### src/rtl/cu_pkg.sv
// Shared CU types and constants for the fetch front end.
package cu_pkg;
  localparam int CU_XLEN = 32;
  localparam int INSTR_BYTES = 4;
  localparam logic [3:0] BE_WORD = 4'b1111;
  localparam logic MEM_READ = 1'b0;

  typedef struct packed {
    logic [CU_XLEN-1:0] pc;
    logic [CU_XLEN-1:0] instr;
    logic               fault;
  } fetch_entry_t;

  function automatic logic [CU_XLEN-1:0] word_align(input logic [CU_XLEN-1:0] a);
    return {a[CU_XLEN-1:2], 2'b00};
  endfunction
endpackage

### src/rtl/cu_if_fetch_if.sv
// Fetch <-> MMU read channel: valid/ready request, in-order response.
interface cu_if_fetch_if #(parameter int XLEN = 32);
  logic            mem_req_valid;
  logic            mem_req_ready;
  logic [XLEN-1:0] mem_req_addr;
  logic [3:0]      mem_req_bits_to_access;
  logic            mem_req_read_or_write;
  logic            mem_rsp_valid;
  logic [XLEN-1:0] mem_rsp_data;
  logic            mem_rsp_err;

  modport master (
    output mem_req_valid, mem_req_addr, mem_req_bits_to_access, mem_req_read_or_write,
    input  mem_req_ready, mem_rsp_valid, mem_rsp_data, mem_rsp_err
  );

  modport slave (
    input  mem_req_valid, mem_req_addr, mem_req_bits_to_access, mem_req_read_or_write,
    output mem_req_ready, mem_rsp_valid, mem_rsp_data, mem_rsp_err
  );
endinterface

### src/rtl/cu_if_fifo.sv
// First-word-fall-through prefetch FIFO of fetch entries; flush wins over push/pop.
module cu_if_fifo
  import cu_pkg::*;
#(
  parameter  int DEPTH = 4,
  localparam int CW    = $clog2(DEPTH + 1),
  localparam int AW    = $clog2(DEPTH)
) (
  input  logic         gclk,
  input  logic         grst_n,
  input  logic         push_i,
  input  logic         pop_i,
  input  logic         flush_i,
  input  fetch_entry_t wdata_i,
  output fetch_entry_t rdata_o,
  output logic [CW-1:0] count_o,
  output logic         empty_o,
  output logic         full_o
);
  fetch_entry_t  mem_q [DEPTH];
  logic [AW-1:0] rd_q, wr_q;
  logic [CW-1:0] cnt_q;
  logic          do_push, do_pop;

  assign empty_o = (cnt_q == '0);
  assign full_o  = (cnt_q == CW'(DEPTH));
  assign count_o = cnt_q;
  assign rdata_o = mem_q[rd_q];

  assign do_pop  = pop_i && !flush_i && !empty_o;
  assign do_push = push_i && !flush_i && (!full_o || do_pop);

  // Storage carries no reset; occupancy is tracked by cnt_q alone.
  always_ff @(posedge gclk) begin
    if (do_push) mem_q[wr_q] <= wdata_i;
  end

  always_ff @(posedge gclk or negedge grst_n) begin
    if (!grst_n) begin
      rd_q  <= '0;
      wr_q  <= '0;
      cnt_q <= '0;
    end else if (flush_i) begin
      rd_q  <= '0;
      wr_q  <= '0;
      cnt_q <= '0;
    end else begin
      if (do_push) wr_q <= wr_q + AW'(1);
      if (do_pop)  rd_q <= rd_q + AW'(1);
      cnt_q <= cnt_q + CW'(do_push) - CW'(do_pop);
    end
  end
endmodule

### src/rtl/cu_if_fetch.sv
// Instruction-fetch front end: PC/credit-based MMU read issue, stale-response discard
// after redirect, and a prefetch FIFO of PC-tagged instructions feeding decode.
module cu_if_fetch
  import cu_pkg::*;
#(
  parameter int              XLEN       = CU_XLEN,
  parameter logic [XLEN-1:0] RESET_PC   = '0,
  parameter int              FIFO_DEPTH = 4
) (
  input  logic            soc_clk,
  input  logic            IF_reset_n,
  input  logic            IF_stall,
  input  logic            redirect_valid,
  input  logic [XLEN-1:0] redirect_pc,
  cu_if_fetch_if.master   mem,
  output logic            IF_valid,
  output logic [XLEN-1:0] IF_data,
  output logic [XLEN-1:0] IF_pc,
  output logic            IF_fault
);
  localparam int CW = $clog2(FIFO_DEPTH + 1);

  logic [XLEN-1:0] pc_q, pc_d, rsp_pc_q, rsp_pc_d;
  logic [CW-1:0]   out_q, out_d, drop_q, drop_d;
  logic            init_q;
  logic [CW-1:0]   fifo_cnt;
  logic            fifo_empty, fifo_full;
  logic [CW:0]     inflight, redir_sum;
  logic            req_fire, rsp_drop, rsp_take, fifo_pop;
  fetch_entry_t    push_ent, head;

  // Every issued request owns a slot until it is popped or discarded, so the
  // FIFO can never overflow regardless of how long decode stalls.
  assign inflight = {1'b0, out_q} + {1'b0, drop_q} + {1'b0, fifo_cnt};

  assign mem.mem_req_valid          = init_q && !redirect_valid && (inflight < (CW+1)'(FIFO_DEPTH));
  assign mem.mem_req_addr           = pc_q;
  assign mem.mem_req_bits_to_access = BE_WORD;
  assign mem.mem_req_read_or_write  = MEM_READ;

  assign req_fire = mem.mem_req_valid && mem.mem_req_ready;
  assign rsp_drop = mem.mem_rsp_valid && (drop_q != '0);
  assign rsp_take = mem.mem_rsp_valid && (drop_q == '0) && (out_q != '0) && !redirect_valid;
  assign fifo_pop = IF_valid && !IF_stall && !redirect_valid;

  assign push_ent.pc    = rsp_pc_q;
  assign push_ent.instr = mem.mem_rsp_err ? '0 : mem.mem_rsp_data;
  assign push_ent.fault = mem.mem_rsp_err;

  assign redir_sum = {1'b0, drop_q} + {1'b0, out_q};

  always_comb begin
    pc_d     = pc_q;
    rsp_pc_d = rsp_pc_q;
    out_d    = out_q;
    drop_d   = drop_q;
    if (redirect_valid) begin
      pc_d     = word_align(redirect_pc);
      rsp_pc_d = word_align(redirect_pc);
      out_d    = '0;
      // Everything still in flight becomes stale; a response landing this cycle is already one of them.
      drop_d   = (mem.mem_rsp_valid && redir_sum != '0) ? CW'(redir_sum - 1'b1) : CW'(redir_sum);
    end else begin
      if (req_fire) pc_d     = pc_q + XLEN'(INSTR_BYTES);
      if (rsp_take) rsp_pc_d = rsp_pc_q + XLEN'(INSTR_BYTES);
      out_d  = out_q + CW'(req_fire) - CW'(rsp_take);
      drop_d = drop_q - CW'(rsp_drop);
    end
  end

  always_ff @(posedge soc_clk or negedge IF_reset_n) begin
    if (!IF_reset_n) begin
      pc_q     <= RESET_PC;
      rsp_pc_q <= RESET_PC;
      out_q    <= '0;
      drop_q   <= '0;
      init_q   <= 1'b0;
    end else begin
      pc_q     <= pc_d;
      rsp_pc_q <= rsp_pc_d;
      out_q    <= out_d;
      drop_q   <= drop_d;
      init_q   <= 1'b1;
    end
  end

  cu_if_fifo #(.DEPTH(FIFO_DEPTH)) u_fifo (
    .gclk    (soc_clk),
    .grst_n  (IF_reset_n),
    .push_i  (rsp_take),
    .pop_i   (fifo_pop),
    .flush_i (redirect_valid),
    .wdata_i (push_ent),
    .rdata_o (head),
    .count_o (fifo_cnt),
    .empty_o (fifo_empty),
    .full_o  (fifo_full)
  );

  assign IF_valid = !fifo_empty;
  assign IF_pc    = IF_valid ? head.pc    : '0;
  assign IF_data  = IF_valid ? head.instr : '0;
  assign IF_fault = IF_valid && head.fault;

  a_no_orphan_rsp: assert property (@(posedge soc_clk) disable iff (!IF_reset_n)
    !(mem.mem_rsp_valid && out_q == '0 && drop_q == '0));
  a_no_full_push: assert property (@(posedge soc_clk) disable iff (!IF_reset_n)
    !(rsp_take && fifo_full));
  a_credit: assert property (@(posedge soc_clk) disable iff (!IF_reset_n)
    inflight <= (CW+1)'(FIFO_DEPTH));
  a_req_hold: assert property (@(posedge soc_clk) disable iff (!IF_reset_n)
    (mem.mem_req_valid && !mem.mem_req_ready) |=>
      (redirect_valid || (mem.mem_req_valid && $stable(mem.mem_req_addr))));
endmodule

### src/flat_wrapper.sv
// flat-port wrapper written by rule: the top's interface ports become plain ports
module cu_if_fetch_flat import cu_pkg::*;
#(
  parameter int              XLEN       = CU_XLEN,
  parameter logic [XLEN-1:0] RESET_PC   = '0,
  parameter int              FIFO_DEPTH = 4
)
  (soc_clk, IF_reset_n, IF_stall, redirect_valid, redirect_pc, IF_valid, IF_data, IF_pc, IF_fault, mem_mem_req_valid, mem_mem_req_addr, mem_mem_req_bits_to_access, mem_mem_req_read_or_write, mem_mem_req_ready, mem_mem_rsp_valid, mem_mem_rsp_data, mem_mem_rsp_err);
  cu_if_fetch_if #(.XLEN(XLEN)) mem_i ();
  input  logic soc_clk;
  input  logic IF_reset_n;
  input  logic IF_stall;
  input  logic redirect_valid;
  input  logic [XLEN-1:0] redirect_pc;
  output logic IF_valid;
  output logic [XLEN-1:0] IF_data;
  output logic [XLEN-1:0] IF_pc;
  output logic IF_fault;
  output wire logic [$bits(mem_i.mem_req_valid)-1:0] mem_mem_req_valid;
  output wire logic [$bits(mem_i.mem_req_addr)-1:0] mem_mem_req_addr;
  output wire logic [$bits(mem_i.mem_req_bits_to_access)-1:0] mem_mem_req_bits_to_access;
  output wire logic [$bits(mem_i.mem_req_read_or_write)-1:0] mem_mem_req_read_or_write;
  input wire logic [$bits(mem_i.mem_req_ready)-1:0] mem_mem_req_ready;
  input wire logic [$bits(mem_i.mem_rsp_valid)-1:0] mem_mem_rsp_valid;
  input wire logic [$bits(mem_i.mem_rsp_data)-1:0] mem_mem_rsp_data;
  input wire logic [$bits(mem_i.mem_rsp_err)-1:0] mem_mem_rsp_err;
  assign mem_mem_req_valid = mem_i.mem_req_valid;
  assign mem_mem_req_addr = mem_i.mem_req_addr;
  assign mem_mem_req_bits_to_access = mem_i.mem_req_bits_to_access;
  assign mem_mem_req_read_or_write = mem_i.mem_req_read_or_write;
  assign mem_i.mem_req_ready = mem_mem_req_ready;
  assign mem_i.mem_rsp_valid = mem_mem_rsp_valid;
  assign mem_i.mem_rsp_data = mem_mem_rsp_data;
  assign mem_i.mem_rsp_err = mem_mem_rsp_err;
  cu_if_fetch #(.XLEN(XLEN), .RESET_PC(RESET_PC), .FIFO_DEPTH(FIFO_DEPTH)) u_core (.soc_clk(soc_clk), .IF_reset_n(IF_reset_n), .IF_stall(IF_stall), .redirect_valid(redirect_valid), .redirect_pc(redirect_pc), .mem(mem_i), .IF_valid(IF_valid), .IF_data(IF_data), .IF_pc(IF_pc), .IF_fault(IF_fault));
endmodule
### config.mk
export PLATFORM = sky130hd
export DESIGN_NAME = cu_if_fetch_flat
export DESIGN_NICKNAME = d
export VERILOG_FILES = /design/src/rtl/cu_pkg.sv /design/src/rtl/cu_if_fetch_if.sv /design/src/rtl/cu_if_fifo.sv /design/src/rtl/cu_if_fetch.sv /design/src/flat_wrapper.sv
export SDC_FILE = /design/constraint.sdc
export NUM_CORES = 1
export LEC_CHECK = 0
export ABC_CLOCK_PERIOD_IN_PS = 4270
export CORE_ASPECT_RATIO = 0.8
export CORE_MARGIN = 3
export CORE_UTILIZATION = 55
export CTS_CLUSTER_SIZE = 25
export DETAILED_ROUTE_END_ITERATION = 10
export HOLD_SLACK_MARGIN = 0.03
export PLACE_DENSITY = 0.88
export SLEW_MARGIN = 40
export SYNTH_ARGS = -nofsm -noshare
export SYNTH_HDL_FRONTEND = slang
export SYNTH_SLANG_ARGS = --single-unit
### constraint.sdc
create_clock -name soc_clk -period 4.27 [get_ports soc_clk]
set_input_delay 1.0675 -clock soc_clk [delete_from_list [all_inputs] [get_ports soc_clk]]
set_output_delay 1.0675 -clock soc_clk [all_outputs]
set_load 0.01 [all_outputs]
[Word-level counts from Yosys, hierarchy flattened]
Memories as Yosys holds them, arrays and structs flattened.
Cells that the tools add are included.
Cells by class
  $lt $le $gt $ge: 1
  reductions and logical operators: 29
  add/sub/neg operators: 12
  mux-type cells: 17
  equality and inequality tests: 1
Operators by type and width (number)
  $mux W32: 7
  $add A32 B3 Y32 const B: 2
  $logic_and A1 B1 Y1: 15
  $mux W3: 4
  $sub A3 B1 Y3: 3
  $mux W2: 4
  $reduce_bool A2 Y1: 4
  $add A3 B1 Y3: 2
  $logic_not A3 Y1: 2
  $reduce_bool A3 Y1: 2
  $add A2 B1 Y2 const B: 2
  $add A3 B3 Y4: 1
  $add A4 B3 Y4: 1
  $logic_not A1 Y1: 4
  $lt A4 B3 Y1 const B: 1
  $reduce_bool A4 Y1: 1
  $eq A3 B3 Y1 const B: 1
  $sub A3 B1 Y3 const B: 1
  $mux W1: 2
  $logic_or A1 B1 Y1: 1
Word-level totals
  bits in writable memories: 260
  memories kept: 1
  bits of input ports: 71
  bits in registers: 78
  output and inout port bits: 104
Memories
  u_core.u_fifo.mem_q: depth 4, width 65, read ports 1, clocked after Yosys merged registers in 0, write ports 1, RTL line cu_if_fifo.sv:20  | fetch_entry_t mem_q [DEPTH];

[Logic depth before layout (Yosys ltp)]
  depth after elaboration: 11
  gate-level depth with buffers: 16
  depth with buffers taken out: 15

[Modules after synthesis]
Synthesis repeated with hierarchy kept, for this count alone.
Unflattened totals
  cells, all modules: 924
  area, all modules: 14970.6 um^2
Modules (own cells, without submodules)
  cu_if_fifo: area an instance 9874.5 um^2, cells an instance 384, instances 1, seq. area each 7982.7 um^2
  cu_if_fetch: area an instance 5096.1 um^2, cells an instance 540, instances 1, seq. area each 1676.6 um^2

[Least setup slack after synthesis]
OpenSTA, ideal clock, no wires.
  kind: input-to-reg
  start: in mem_mem_rsp_valid
  end: mem u_core.u_fifo.mem_q[1][0] (netlist name) (enable)
  buffers on the path: 0
  arrival time: 3.566 ns
  slack: 0.277 ns
  data required time: 3.842 ns
  stages on the path: 4
  cell sequence: o31ai_1 or2_2 a311oi_2 and2_1
On the way
  word-level cells in the longest chain between the ends: 7
Ends and longest elaborated chain
  start, declared: RTL line flat_wrapper.sv:24  | input wire logic [$bits(mem_i.mem_rsp_valid)-1:0] mem_mem_rsp_valid;
  $logic_and A1 B1 Y1 (3 in a row): RTL line cu_if_fetch.sv:43  | assign rsp_take = mem.mem_rsp_valid && (drop_q == '0) && (out_q != '0) && !redirect_valid;
  $logic_and A1 B1 Y1 (2 in a row): RTL line cu_if_fifo.sv:31  | assign do_push = push_i && !flush_i && (!full_o || do_pop);
  $mux W1: RTL line cu_if_fifo.sv:35  | if (do_push) mem_q[wr_q] <= wdata_i;
  $mux W1 (implied by the code): RTL line cu_if_fifo.sv:35
  end, declared: RTL line cu_if_fifo.sv:20
Every way passes these cells.

[Worst setup path in the final report]
  start: reg u_core.drop_q[0]
  end: out mem_mem_req_valid
On the way
  word-level cells in the longest chain between the ends: 4
Ends and longest elaborated chain
  start, declared: RTL line cu_if_fetch.sv:24  | logic [CW-1:0] out_q, out_d, drop_q, drop_d;
  start signal, assigned: RTL line cu_if_fetch.sv:82  | drop_q <= drop_d;
  $add A3 B3 Y4: RTL line cu_if_fetch.sv:34  | assign inflight = {1'b0, out_q} + {1'b0, drop_q} + {1'b0, fifo_cnt};
  $add A4 B3 Y4: RTL line cu_if_fetch.sv:34
  $lt A4 B3 Y1: RTL line cu_if_fetch.sv:36  | assign mem.mem_req_valid = init_q && !redirect_valid && (inflight < (CW+1)'(FIFO_DEPTH));
  $logic_and A1 B1 Y1: RTL line cu_if_fetch.sv:36
  end, declared: RTL line flat_wrapper.sv:19  | output wire logic [$bits(mem_i.mem_req_valid)-1:0] mem_mem_req_valid;
Every way passes these cells.

==> results.md <==
Place:
- The routability congestion estimate from global placement is 0.908.
- During placement, the flow inserted port buffers numbering 163.
- The cell area reported after detailed placement is 16500 um^2.
- The total half-perimeter wirelength after legalization and detailed placement is 19500 um.
- Including well taps, the total number of placed cells is 1447.
- Before CTS, the worst setup slack after placement is 0.0222 ns.

Setup path:
- The worst setup path is launched from a flop.
- The critical path is of the flop to primary output type.
- In this run the worst path has a maximum fanout of 3.
- The worst setup path is captured at a primary output.
- STA puts the critical path data arrival time at 3.17 ns.
- At the worst endpoint, the required time is 3.20 ns.

Synth:
- For this run, the leading register cell type out of synthesis is sky130_fd_sc_hd__edfxtp_1.
- The share of synthesized registers carrying an async set or reset is 0.227.
- The yosys synthesis warning count is 0.
- The average instance in the mapped netlist occupies 15.1 um^2.
- The commonest cells after synthesis are sky130_fd_sc_hd__edfxtp_1, sky130_fd_sc_hd__dfrtp_1, sky130_fd_sc_hd__and2_1, sky130_fd_sc_hd__mux4_2, sky130_fd_sc_hd__nor2_1.
- The sequential-to-total area share from yosys stat is 0.653.
- Yosys attributes the largest share of cell area to sky130_fd_sc_hd__edfxtp_1, sky130_fd_sc_hd__dfrtp_1, sky130_fd_sc_hd__mux4_2.
- Counting flops with a built-in enable in the synthesized netlist gives 252.
- The number of library cell types mapped by synthesis is 64.
- The top-area cell type share of the netlist area is 0.524.
- The leading area contributor after synthesis is sky130_fd_sc_hd__edfxtp_1.
- By instance count, the leading cell after synthesis is sky130_fd_sc_hd__edfxtp_1.
- The post-synthesis cell area is 14400 um^2.
- The cell count after synthesis came out at 958.
- The flop and latch count out of synthesis is 326.

Pwr:
- In this run the static leakage power is 5.98 nW.
- VDD sags by at most 0.327 mV.
- Dividing total power by cell area gives a power density of 480 nW/um^2.

Routing:
- The count of TritonRoute iterations in the first routing pass is 5.
- The number of violations reported at the end of detailed-routing iteration 0 is 914.
- The final wirelength is 31100 um.
- The number of DRC violations after detailed routing is 0.
- The average wire per standard cell is 20.7 um.
- The routed via count is 8895.
- The number of nets with antenna violations after detailed routing is 0.
- In the routed layout, each cell is associated on average with a via count of 5.93.

Timing:
- The max-slew violation total from the final report was 0.
- The minimum clock period is 4.24 ns.
- The number of hold-slack violations in the final timing report is 0.
- At the pin with the least slew margin, the transition time is 0.796 ns.
- The highest attainable clock frequency is 236 MHz.
- The tightest hold path in the finished design has a slack of 0.488 ns.
- The final worst-path setup slack is 0.0330 ns.
- Measured against its own limit, the worst slew margin works out to 0.469.
- The clock skew is 0.0114 ns.
- Setup repair after global routing could not meet its margin everywhere.
- Setup violations remaining at the end of the flow were counted as 0.
- The part of the cycle the worst path needs is 0.992.

Clock network:
- Counting the buffers created by CTS gives 29.
- After clock tree synthesis, the clock-pin slew on the worst setup and hold paths is 0.07 ns.
- CTS built an H-tree with a depth of 1.
- The CTS tree is built.
- The worst-case clock buffer depth is 3.
- Clock latency on the worst-skew pair, taken at its later pin, is 0.55 ns.
- The clock sink total is 326.
- The hold buffer count at CTS is 0.
- The tree is rooted in a sky130_fd_sc_hd__clkbuf_16.

Layout:
- In the final layout, the share of cells above drive strength 1 is 0.142.
- The area of combinational cells with multiple inputs is 4740 um^2.
- Relative to the synthesized area, the layout overhead comes to 21.2%.
- The final antenna diode count is 0.
- The layout filler cell count is 1668.
- The net total in the final layout is 1221.
- In the final layout, flip-flops and latches occupy 9420 um^2.
- For this run, the number of standard cells in the final layout without fillers is 1501.
- The finished cells cover 17500 um^2.

Floorplan:
- For this configuration, the core starts out at a cell density of 0.564.
- The full die area is 28200 um^2.
- The total core area is 25600 um^2.
- The number of top-level pins is 175.
- In this run the horizontal extent of the chip is 187 um.
- The standard-cell row count is 52.
- The die is 151 um tall.

GRT:
- The global-route wire length before repair is 49100 um.
- The via count of the first global-routing pass is 9062.
- The remaining global-route overflow is 0.
- The number of antenna violations at the first check in global routing is 0.
- Entering global routing, the biggest net connects 68 pins.
- The all-layer global routing usage is 0.221.

Hold path:
- The path class of the tightest hold or removal check is primary input to async pin.

Run:
- Across the run, the number of max-cap violations was 0.

Outcome:
- The flow ran to the end, and the final reports show no timing, DRC or antenna violations.
==> worst max-delay path: stages (launching register included) <==
cell                        delay (ns)
sky130_fd_sc_hd__dfrtp_1          0.41
sky130_fd_sc_hd__ha_2             0.21
sky130_fd_sc_hd__fa_2             0.53
sky130_fd_sc_hd__ha_1             0.26
sky130_fd_sc_hd__a311o_1          0.37
sky130_fd_sc_hd__a2111oi_4        0.36
sky130_fd_sc_hd__o21bai_4         0.20
sky130_fd_sc_hd__and3_1           0.17
sky130_fd_sc_hd__buf_2            0.13
==> sequential cells by signal, summed over array words and instances, names as in the netlist <==
name                     flops
u_core.drop_q                3
u_core.init_q                1
u_core.mem.mem_req_addr     30
u_core.out_q                 3
u_core.rsp_pc_q             30
u_core.u_fifo.count_o        3
u_core.u_fifo.mem_q        252
u_core.u_fifo.rd_q           2
u_core.u_fifo.wr_q           2
==> what timing repair did <==
| item | in CTS | in global routing |
|---|---|---|
| pin swaps | 2 | 3 |
| resized for setup | 8 | 4 |
| cloned | 0 | 0 |
| setup buffers | 0 | 1 |
| setup endpoints to repair | 1 | 1 |
==> area by class of cell <==
type	count	share of cell area
inverter	26	0.00558
clock buffer	33	0.0424
tap	351	0.0251
multi-input combinational	557	0.271
clock inverter	20	0.0102
timing repair buffer	188	0.107
sequential	326	0.539
==> per-stage QoR <==
step | TNS (ns) | utilization | total power (W)
floorplan | 0 | - | 0.00501
global placement | 0 | 0.646 | 0.00583
detailed placement | 0 | 0.646 | 0.00589
CTS | 0 | 0.683 | 0.00844
global route | -0.0581 | 0.684 | 0.00878
finish | 0 | 0.684 | 0.00839
==> cell usage in the layout (no fill, tap or decap), types with 5 or more instances in the layout <==
cell type,instances
sky130_fd_sc_hd__and2_2,5
sky130_fd_sc_hd__and2_1,65
sky130_fd_sc_hd__ha_1,17
sky130_fd_sc_hd__buf_12,5
sky130_fd_sc_hd__xnor2_1,9
sky130_fd_sc_hd__o31ai_1,5
sky130_fd_sc_hd__buf_4,21
sky130_fd_sc_hd__nor3_1,21
sky130_fd_sc_hd__and3_1,17
sky130_fd_sc_hd__mux4_2,63
sky130_fd_sc_hd__o31a_1,7
sky130_fd_sc_hd__nand3_1,19
sky130_fd_sc_hd__and4_1,8
sky130_fd_sc_hd__a21oi_1,18
sky130_fd_sc_hd__clkdlybuf4s50_1,160
sky130_fd_sc_hd__clkinv_2,5
sky130_fd_sc_hd__nor4_1,9
sky130_fd_sc_hd__nand2b_1,9
sky130_fd_sc_hd__a31oi_1,11
sky130_fd_sc_hd__edfxtp_1,252
sky130_fd_sc_hd__mux2i_1,6
sky130_fd_sc_hd__o21ai_0,10
sky130_fd_sc_hd__nand2_1,36
sky130_fd_sc_hd__inv_1,23
sky130_fd_sc_hd__xor2_1,22
sky130_fd_sc_hd__or2_2,5
sky130_fd_sc_hd__nor2b_1,35
sky130_fd_sc_hd__nand4_1,17
sky130_fd_sc_hd__conb_1,10
sky130_fd_sc_hd__nor2_1,51
sky130_fd_sc_hd__dfrtp_1,72
sky130_fd_sc_hd__clkinv_1,7
sky130_fd_sc_hd__a211oi_1,11
sky130_fd_sc_hd__clkbuf_16,29
sky130_fd_sc_hd__or3_1,11
==> routing by layer <==
metal,up-vias,share of wire,track usage
met5,-,0,0
met1,4483,0.45,0.320
met3,46,0.070,0.0426
met2,398,0.47,0.357
li1,3968,-,-
met4,0,0.018,0.0461
==> kinds of logic (layout without fill, tap and decap cells) <==
kind of cell | after synthesis | in the layout | synth area share
DFF | 326 | 326 | 0.653
and+or+nand+nor | 324 | 324 | 0.129
AOI/OAI and AO/OA | 100 | 100 | 0.0498
buffers and inverters | 83 | 267 | 0.0251
muxes | 69 | 69 | 0.103
xor gates and xnor gates | 32 | 32 | 0.0194
adders and majority gates | 22 | 22 | 0.0206
other | 2 | 10 | 0.000521
==> report_power, final <==
part           switching, W  total [W]  internal (W)  leakage, nW
clock network       0.00110    0.00252       0.00142        0.439
registers          0.000205    0.00374       0.00353         3.13
logic               0.00102    0.00213       0.00111         2.41
==> final timing paths <==
kind	endpoint	cells after the start	slack (ns)	startpoint
max	mem_mem_req_valid	8	0.03	u_core.drop_q[0]$_DFF_PN0_
min	u_core.mem.mem_req_addr[8]$_DFFE_PN0P_	1	0.49	IF_reset_n
max in group asynchronous	u_core.rsp_pc_q[27]$_DFFE_PN0N_	2	3.12	IF_reset_n
min reg2reg	u_core.u_fifo.mem_q[2][40]$_DFFE_PP_	0	0.58	u_core.rsp_pc_q[7]$_DFFE_PN0N_
min in group soc_clk	u_core.u_fifo.mem_q[2][40]$_DFFE_PP_	0	0.58	u_core.rsp_pc_q[7]$_DFFE_PN0N_
max reg2reg	u_core.out_q[2]$_DFF_PN0_	14	0.48	u_core.drop_q[0]$_DFF_PN0_
Note: power is estimated with default switching activity, not from simulation.
